## config.mk

```make
export PLATFORM = sky130hd
export DESIGN_NAME = pattern_serializer
export DESIGN_NICKNAME = d
export VERILOG_FILES = /design/src/rtl/pattern_serializer.sv
export SDC_FILE = /design/constraint.sdc
export NUM_CORES = 1
export LEC_CHECK = 0
export CORE_AREA = 2 2 41 43
export DETAILED_ROUTE_END_ITERATION = 16
export DIE_AREA = 0 0 43 45
export PLACE_DENSITY = 0.7
export REMOVE_ABC_BUFFERS = 1
export SYNTH_ARGS = -nofsm -noshare
export SYNTH_HDL_FRONTEND = slang
export SYNTH_SLANG_ARGS = --single-unit
```

## constraint.sdc

```tcl
create_clock -name clk -period 1.9 [get_ports clk]
set_input_delay 0.19 -clock clk [delete_from_list [all_inputs] [get_ports clk]]
set_output_delay 0.19 -clock clk [all_outputs]
set_load 0.01 [all_outputs]
```

## src/rtl/pattern_serializer.sv

```systemverilog
// pattern_serializer: shifts WIDTH-bit words accepted on load_valid/load_ready out on x_out/x_valid one bit per clk, pulsing done after each word's last bit; busy marks SHIFT; reset is async active-high
module pattern_serializer #(
  parameter int WIDTH      = 8,
  parameter bit MSB_FIRST  = 1'b1,
  parameter bit IDLE_LEVEL = 1'b0
) (
  input  logic             clk,
  input  logic             reset,
  input  logic [WIDTH-1:0] data_in,
  input  logic             load_valid,
  output logic             load_ready,
  output logic             x_out,
  output logic             x_valid,
  output logic             done,
  output logic             busy
);
  localparam int CW = $clog2(WIDTH + 1);
  typedef enum logic {IDLE, SHIFT} state_t;
  state_t state, state_nx;
  logic [WIDTH-1:0] sr;
  logic [CW-1:0] cnt;
  logic accept, last;
  assign last   = state == SHIFT && cnt == CW'(1);
  assign accept = load_valid && load_ready;
  always_ff @(posedge clk or posedge reset)
    if (reset) state <= IDLE;
    else state <= state_nx;
  always_comb state_nx = accept ? SHIFT : last ? IDLE : state;
  always_comb load_ready = state == IDLE || cnt == CW'(1);
  always_ff @(posedge clk or posedge reset)
    if (reset) begin
      sr      <= '0;
      cnt     <= '0;
      x_out   <= IDLE_LEVEL;
      x_valid <= 1'b0;
      done    <= 1'b0;
      busy    <= 1'b0;
    end else begin
      done <= last;
      if (accept) begin
        x_out   <= MSB_FIRST ? data_in[WIDTH-1] : data_in[0];
        sr      <= MSB_FIRST ? data_in << 1 : data_in >> 1;
        cnt     <= CW'(WIDTH);
        x_valid <= 1'b1;
        busy    <= 1'b1;
      end else if (last) begin
        x_out   <= IDLE_LEVEL;
        sr      <= '0;
        cnt     <= '0;
        x_valid <= 1'b0;
        busy    <= 1'b0;
      end else if (state == SHIFT) begin
        x_out <= MSB_FIRST ? sr[WIDTH-1] : sr[0];
        sr    <= MSB_FIRST ? sr << 1 : sr >> 1;
        cnt   <= cnt - CW'(1);
      end
    end
endmodule

```

==> flow_summary.toml, run 1 <==
[power]
p_leak_nw = 0.432
total_power_mw = 1.15
p_sw_mw = 0.374
p_sw_share_pct = 32.4
p_per_area_nw_per_um2 = 1290
peakVddDrop_mv = 0.747
power_frac_comb_pct = 44.1
p_seq_share_pct = 41.9
internal-power_mw = 0.781
pwr-share-clk_pct = 14.0

[floorplanning]
start_util_pct = 44.8
dieArea_um2 = 1940
ioPinCount = 16
die_w_um = 43
core_area_um2 = 1470
fp.dieH_um = 45
fp-row-count = 14

[logic_synthesis]
async_flop_share_pct = 100
yosysUniqueCellTypes = 21
yosysTopAreaCellShare_pct = 53.1
yosys-top-cells-count = "dfrtp_1 (14), a221o_1 (7), and2_1 (7)"
syn_avg_cell_area_um2 = 11.2
synthCells = 59
ys_ff_latch = 14
synthMostInstantiatedCell = "dfrtp_1"
yosys_warnings = 0
synth_flop_cell = "dfrtp_1"
yosys.area.top_type = "dfrtp_1"
synth_area_leaders = "dfrtp_1 (53%), a221o_1 (11%), and2_1 (6.6%)"
synth_sequential_area_ratio_pct = 53.1
syn-cell-area_um2 = 659
synth_edf_count = 0

[clock_network]
cts_root_buffer = "clkbuf_4"
cts_made_buffers = 3
h-tree-depth = 1
clkTransAtPathRegs_ns = 0.08
clock_latency_ns = 0.27
cts_hold_buf = 0
clockBufferDepth = 2
cts.sinks = 14
cts_tree = "built"

[global_routing]
gr-total-overflow = 0
grt_max_degree = 15
track_usage_pct = 15.6
grt_pass1_vias = 517
antenna_found_initial = 0
grt_pass1_wl_um = 2190

[placement]
io_buffers = 15
dp_hpwl_um = 915
routabilityCongestion = 0.760

[sta]
fmax_mhz = 548
worstMarginPinSlew_ns = 0.522
hold_viol = 0
period_needed_ns = 1.82
tns_ns = 0
finalSetupViolCount = 0
relSlewSlack_pct = 65.2
slew_violations = 0
fin_worst_skew_ns = 0.00557
period_share_pct = 96.0

[layout]
fillers = 137
seq_area_um2 = 350
fin_nets = 99
syn2layout_area_growth_pct = 36.2
antenna_cells = 0
multiInputGateArea_um2 = 274
drive_gt1_share_pct = 20.2

[worst_setup_path]
r2r-start = "cnt[1]"
cp.required_ns = 1.71
cp_max_fo = 2
critical_path_arrival_ns = 1.63
crit_start = "cnt[1]"
startpoint_type = "flop"
end_kind = "output pin"
crit_type = "flop to output pin"

[route]
vias_per_cell = 5.14
first_pass_iters = 5
ant_nets = 0
wire_per_inst_um = 12.6
totalWireLength_um = 1260
drtIter0Drc = 6
num_vias = 514
drcViolationCount = 0

[flow_run]
maxCapViolCount = 0

[min_path]
worst_hold_path_type = "input pin to asynchronous set/reset pin"

[outcome]
outcome = "finished, final reports clean"
[path summary, 6_finish.rpt]
check                             end  slack [ns]  cells after the start
setup / recovery           load_ready        0.08                      6
hold / removal                  sr[1]        0.24                      2
setup reg to reg                sr[2]        0.10                      6
hold reg to reg                 sr[3]        0.51                      1
max in group asynchronous       sr[7]        1.31                      2
min in group clk                sr[3]        0.51                      1
[repair_timing]
| item | in CTS | in global routing |
|---|---|---|
| pin swaps | 0 | 0 |
| gates resized for setup | 6 | 0 |
| setup buffers | 1 | 1 |
| setup endpoints to repair | 1 | 1 |
[sequential cells by signal (all words and copies together) (netlist names)]
register,cells
x_out,1
done,1
busy,1
sr,7
cnt,4
[cell families after synthesis]
kind of cell	synth area share, %
fa+ha+maj	3.79
compound gates	18.8
flops	53.1
buf+inv	5.69
simple gates	18.6
[cell type report]
class | count | area share [%]
clock buffer | 3 | 2.51
sequential | 14 | 39.0
timing repair buffer | 24 | 23.7
tap | 16 | 2.23
inverter | 5 | 2.09
multi-input combinational | 38 | 30.5
[placed cells by master (no fill, tap or decap), types with 2 or more instances in the layout]
cell type and n:
dfrtp_1 14, clkdlybuf4s50_1 14, buf_4 9, and2_1 7, a221o_1 7, inv_1 4, nor2_1 3, nand2_1 3
clkbuf_4 3, o21ai_0 2, a211oi_1 2, nand2b_1 2, nor2b_1 2
[power by group through the flow]
| stage | registers [mW] | logic [mW] | clock network (mW) |
|---|---|---|---|
| 2_1_floorplan | 0.482 | 0.261 | 0 |
| 4_1_cts | 0.482 | 0.498 | 0.165 |
| 6_report | 0.484 | 0.509 | 0.162 |
| 3_5_place_dp | 0.485 | 0.483 | 0 |
| 5_1_grt | 0.498 | 0.566 | 0.175 |
| 3_3_place_gp | 0.481 | 0.476 | 0 |
[worst max-delay path, cell delays in order, from the launching register on]
cell     delay, ns
dfrtp_1       0.40
inv_2         0.07
ha_2          0.17
or3b_4        0.37
and2_4        0.17
inv_1         0.06
buf_2         0.12
[per-stage QoR]
step           hold WS (ns)  area [µm²]  util [%]  cells  setup WS [ns]
3_5_place_dp          0.489         863      58.7     95        -0.0199
3_3_place_gp          0.480         863      58.7     95         0.0152
4_1_cts               0.259         891      60.5     99         0.0903
2_1_floorplan        0.0792         641         -     57          0.294
6_report              0.243         898      61.1    100         0.0761
5_1_grt               0.320         898      61.1    100       -0.00428
[metal layers]
layer	global-route usage (%)	up-vias	routed length, µm
met4	9.09	0	12
met2	23.9	12	580
met3	3.60	2	42
met1	20.4	240	629
met5	0	-	0
li1	-	260	-
(Power assumes the default switching activity.)
==> run 2: changes to the inputs <==
- GPL_ROUTABILITY_DRIVEN: not set -> 1
==> results of run 2 <==
The final DEF is identical to that of run 1; final timing and power are the same.
